$ cat config.mk
export PLATFORM = sky130hd
export DESIGN_NAME = alu_arbiter
export DESIGN_NICKNAME = d
export VERILOG_FILES = /design/src/rtl/alu_arbiter.sv
export SDC_FILE = /design/constraint.sdc
export NUM_CORES = 1
export LEC_CHECK = 0
export CAP_MARGIN = 20
export CORE_MARGIN = 5
export CORE_UTILIZATION = 42
export DETAILED_ROUTE_END_ITERATION = 6
export GPL_TIMING_DRIVEN = 0
export PLACE_DENSITY = 0.95
export SYNTH_ARGS = -nofsm -noshare
export SYNTH_HDL_FRONTEND = slang
export SYNTH_SLANG_ARGS = --single-unit
$ cat constraint.sdc
create_clock -name clk -period 3.8 [get_ports clk]
set_input_delay 0.57 -clock clk [delete_from_list [all_inputs] [get_ports clk]]
set_output_delay 0.57 -clock clk [all_outputs]
set_load 0.1 [all_outputs]
$ cat src/rtl/alu_arbiter.sv
// rtl/alu_arbiter.sv - round-robin arbiter sharing one registered 32-bit ALU between two requesters
// Optional macro ALU_OUT_REG_EN adds a WAIT state and a second result stage after the ALU.
module alu_arbiter #(
  parameter int CNT_W = 16
) (
  input  logic             clk,
  input  logic             rst_n,
  input  logic [1:0]       req_valid,
  output logic [1:0]       req_ready,
  input  logic [9:0]       req_op,
  input  logic [63:0]      req_a,
  input  logic [63:0]      req_b,
  output logic             rsp_valid,
  input  logic             rsp_ready,
  output logic             rsp_id,
  output logic [31:0]      rsp_y,
  output logic             rsp_z,
  output logic             rsp_v,
  output logic             rsp_n,
  output logic [31:0]      alu_a,
  output logic [31:0]      alu_b,
  output logic [4:0]       alu_op,
  input  logic [31:0]      alu_y,
  input  logic             alu_z,
  input  logic             alu_v,
  input  logic             alu_n,
  output logic             busy,
  output logic [CNT_W-1:0] done_cnt
);

`ifdef ALU_OUT_REG_EN
  typedef enum logic [1:0] {S_IDLE = 2'd0, S_EXEC = 2'd1, S_WAIT = 2'd2, S_RESP = 2'd3} state_t;
`else
  typedef enum logic [1:0] {S_IDLE = 2'd0, S_EXEC = 2'd1, S_RESP = 2'd3} state_t;
`endif

  state_t            r_state;
  logic              r_last_grant;
  logic [4:0]        r_op;
  logic [31:0]       r_a;
  logic [31:0]       r_b;
  logic              r_id;
  logic [31:0]       r_y;
  logic              r_z;
  logic              r_v;
  logic              r_n;
  logic              r_rsp_valid;
  logic              r_busy;
  logic [CNT_W-1:0]  r_done_cnt;
`ifdef ALU_OUT_REG_EN
  logic [31:0]       r_s1_y;
  logic              r_s1_z;
  logic              r_s1_v;
  logic              r_s1_n;
`endif

  logic w_grant;
  logic w_accept;

  // With both requesters valid the one that did not win last time gets the slot.
  assign w_grant  = (req_valid == 2'b11) ? ~r_last_grant : req_valid[1];
  assign w_accept = (r_state == S_IDLE) && (req_valid != 2'b00);

  assign req_ready = (w_accept && rst_n) ? (w_grant ? 2'b10 : 2'b01) : 2'b00;

  always_ff @(posedge clk or negedge rst_n) begin
    if (!rst_n) begin
      r_state      <= S_IDLE;
      r_last_grant <= 1'b1;
      r_op         <= '0;
      r_a          <= '0;
      r_b          <= '0;
      r_id         <= 1'b0;
      r_y          <= '0;
      r_z          <= 1'b0;
      r_v          <= 1'b0;
      r_n          <= 1'b0;
      r_rsp_valid  <= 1'b0;
      r_busy       <= 1'b0;
      r_done_cnt   <= '0;
`ifdef ALU_OUT_REG_EN
      r_s1_y       <= '0;
      r_s1_z       <= 1'b0;
      r_s1_v       <= 1'b0;
      r_s1_n       <= 1'b0;
`endif
    end else begin
      case (r_state)
        S_IDLE: begin
          if (w_accept) begin
            r_op         <= w_grant ? req_op[9:5]  : req_op[4:0];
            r_a          <= w_grant ? req_a[63:32] : req_a[31:0];
            r_b          <= w_grant ? req_b[63:32] : req_b[31:0];
            r_id         <= w_grant;
            r_last_grant <= w_grant;
            r_busy       <= 1'b1;
            r_state      <= S_EXEC;
          end
        end
        S_EXEC: begin
`ifdef ALU_OUT_REG_EN
          r_s1_y  <= alu_y;
          r_s1_z  <= alu_z;
          r_s1_v  <= alu_v;
          r_s1_n  <= alu_n;
          r_state <= S_WAIT;
`else
          r_y         <= alu_y;
          r_z         <= alu_z;
          r_v         <= alu_v;
          r_n         <= alu_n;
          r_rsp_valid <= 1'b1;
          r_state     <= S_RESP;
`endif
        end
`ifdef ALU_OUT_REG_EN
        S_WAIT: begin
          r_y         <= r_s1_y;
          r_z         <= r_s1_z;
          r_v         <= r_s1_v;
          r_n         <= r_s1_n;
          r_rsp_valid <= 1'b1;
          r_state     <= S_RESP;
        end
`endif
        S_RESP: begin
          if (rsp_ready) begin
            r_done_cnt  <= r_done_cnt + 1'b1;
            r_rsp_valid <= 1'b0;
            r_busy      <= 1'b0;
            r_state     <= S_IDLE;
          end
        end
        default: r_state <= S_IDLE;
      endcase
    end
  end

  assign alu_op    = r_op;
  assign alu_a     = r_a;
  assign alu_b     = r_b;
  assign rsp_valid = r_rsp_valid;
  assign rsp_id    = r_id;
  assign rsp_y     = r_y;
  assign rsp_z     = r_z;
  assign rsp_v     = r_v;
  assign rsp_n     = r_n;
  assign busy      = r_busy;
  assign done_cnt  = r_done_cnt;

endmodule

==> flow_summary.ini <==
[final_layout]
stdcell_count = 960
area_delta_synth_final_pct = 72.13
most-common-layout-cells = clkdlybuf4s50_1, dfrtp_1, nand2_1, mux2i_1, o21ai_1
drive_gt1_share_pct = 8.249
final_util_pct = 73.72
nNetsFinal = 954
diodes = 0
final_common_cell = clkdlybuf4s50_1
stdcell_area_sq_mm = 0.009265
layout.filler_cells = 799

[timing]
rsz0062_at_grt = false
slew_headroom_pct = 31.24
finalSetupViolCount = 0
setup_ws_ps = 333.6
worstMarginPinSlew_ps = 1028
fmax_mhz = 288.5
drv_slew = 0
finalCritPeriodShare_pct = 91.22
fin_crit_ps = 3466
fin_worst_skew_ps = 8.884
hold_viol_final = 0

[placement]
gp_congestion = 0.8197
placed_area_sq_mm = 0.008655
dpl_worst_slack_ps = 29.32
dp_cells = 928
io_buffers = 302
dpl.hpwl_microns = 14340

[clock_network]
cts.sinks = 126
hold_buffers = 0
cts_buffers = 17
htree_levels = 4
cts_tree = done
root_buffer = clkbuf_16
cts_buffer_depth = 2
clkLatencyLatePin_ps = 410
clkSlewWorstSetupHoldPaths_ps = 50

[yosys]
ys_seq_area_share_pct = 58.60
syn_nets = 632
synth_top_area_share_pct = 58.11
synth_top_area_cell = dfrtp_1
ys_types = 32
netlist_area_sq_mm = 0.005383
synth.area.top_cells = dfrtp_1, mux2i_1, o21ai_1
synthCells = 453
async_flop_share_pct = 100.0
synthFlopType = dfrtp_1
syn_area_per_cell_sq_um = 11.88
ys_seq_elements = 126
yosys_warnings = 0
synth_edf_count = 0

[die]
row_count = 41
dieArea_sq_mm = 0.01518
initial_core_util_pct = 42.83
ios = 303
die_h_microns = 123.2
die_w_microns = 123.2
coreArea_sq_mm = 0.01257

[grt]
grt_use_total_pct = 24.42
antenna_found_initial = 0
grt_pass1_vias = 5352
grt-ovfl-total = 0
grt_first_pass_wirelength_microns = 28100
grt_max_degree = 78

[routing]
via_count = 4789
wire_per_inst_microns = 19.44
viasPerCell = 4.989
drc = 0
dr.first_iter.drc_count = 273
ant_nets = 0
drt_pass1_iterations = 7
totalWireLength_microns = 18670

[worst_setup_path]
worstReg2RegEnd = alu_b[17]$_DFFE_PN0P_
crit_path_start_kind = flop
cp_data_arrival_time_ps = 2900
crit_path_end_kind = output pin
r2r_cells = 5
cp_max_fo = 10
r2r_start = r_state[1]$_DFFE_PN0P_
critPathLaunch = r_state[0]$_DFFE_PN0P_
reg2reg_slack_ps = 2000
worstPathRequired_ps = 3230
criticalPathCategory = reg -> out
crit_end = req_ready[0]

[job]
cap_violations = 0

[outcome]
status = completed

[worst_hold_path]
hold_class = in -> async
## layer usage
layer	track usage, %	part of all wire (%)	vias to the layer above
li1	-	-	2216
met1	24.60	34	2286
met2	45.06	53	243
met3	9.424	9.4	44
met4	9.550	2.8	0
met5	0	0	-
## kinds of logic after synthesis
group	after synthesis	synth area share, %
DFF	126	58.60
muxes	105	20.36
and+or+nand+nor	100	8.020
AOI/OAI and AO/OA	77	7.508
buffers and inverters	29	2.836
xor gates and xnor gates	15	2.441
adders and majority gates	1	0.2324
## timing repair
action	4_1_cts	5_1_grt
gates resized for setup	1	1
buffers inserted	0	0
endpoints found under the setup margin	1	1
pin swaps	0	0
cloned	0	0
## metrics by stage
step	setup TNS (ps)	hold WS, ps
3_3_place_gp	-315330	459.0
3_5_place_dp	0	474.5
6_report	0	105.1
2_1_floorplan	0	274.4
4_1_cts	0	119.0
5_1_grt	0	136.0
## final cells by class
cell class | instances | area, sq um | share of cell area (%)
Clock buffer | 22 | 474.2 | 5.118
Inverter | 2 | 7.507 | 0.08103
Timing Repair Buffer | 303 | 3053 | 32.95
Buffer | 27 | 145.1 | 1.567
Multi-Input combinational cell | 298 | 2081 | 22.46
Tap cell | 172 | 215.2 | 2.323
Clock inverter | 10 | 135.1 | 1.458
Sequential cell | 126 | 3154 | 34.04
## sequential cells by signal (all words and copies together), names as in the netlist
register,cells
alu_a,32
alu_b,32
alu_op,5
busy,1
done_cnt,16
r_last_grant,1
r_state,2
rsp_id,1
rsp_n,1
rsp_v,1
rsp_valid,1
rsp_y,32
rsp_z,1
## Yosys cell counts, types with 2 or more instances
master	instances
and3_1	3
buf_2	14
buf_4	7
clkbuf_1	6
dfrtp_1	125
inv_1	2
mux2_1	29
mux2_2	7
mux2i_1	69
nand2_1	78
nand3_1	6
nand4_1	2
nor2_1	5
o21ai_1	69
xnor2_1	13
xor2_1	2
## worst max-delay path, cell delays in order (launching register included)
cell and delay [ps]:
dfrtp_1 440, nor2_1 320, o21ai_2 220, buf_2 250, buf_2 210, nor3b_2 160
dlygate4sd2_1 890
## how the worst min path moves through the flow
stage                          startpoint                        to  slack [ps]  depth (start not counted)
finish                              rst_n      rsp_y[5]$_DFFE_PN0P_         110                          1
global route                        rst_n      rsp_y[5]$_DFFE_PN0P_         140                          1
CTS                                 rst_n  done_cnt[13]$_DFFE_PN0P_         120                          1
detailed placement  alu_b[30]$_DFFE_PN0P_     alu_b[30]$_DFFE_PN0P_         470                          2
global placement    rsp_valid$_DFFE_PN0P_     rsp_valid$_DFFE_PN0P_         460                          1
floorplan                           rst_n      alu_a[0]$_DFFE_PN0P_         270                          0
Power is left out: the tool's default activity adds up to more than one toggle a clock period on the data nets, which glitch-free logic cannot reach.
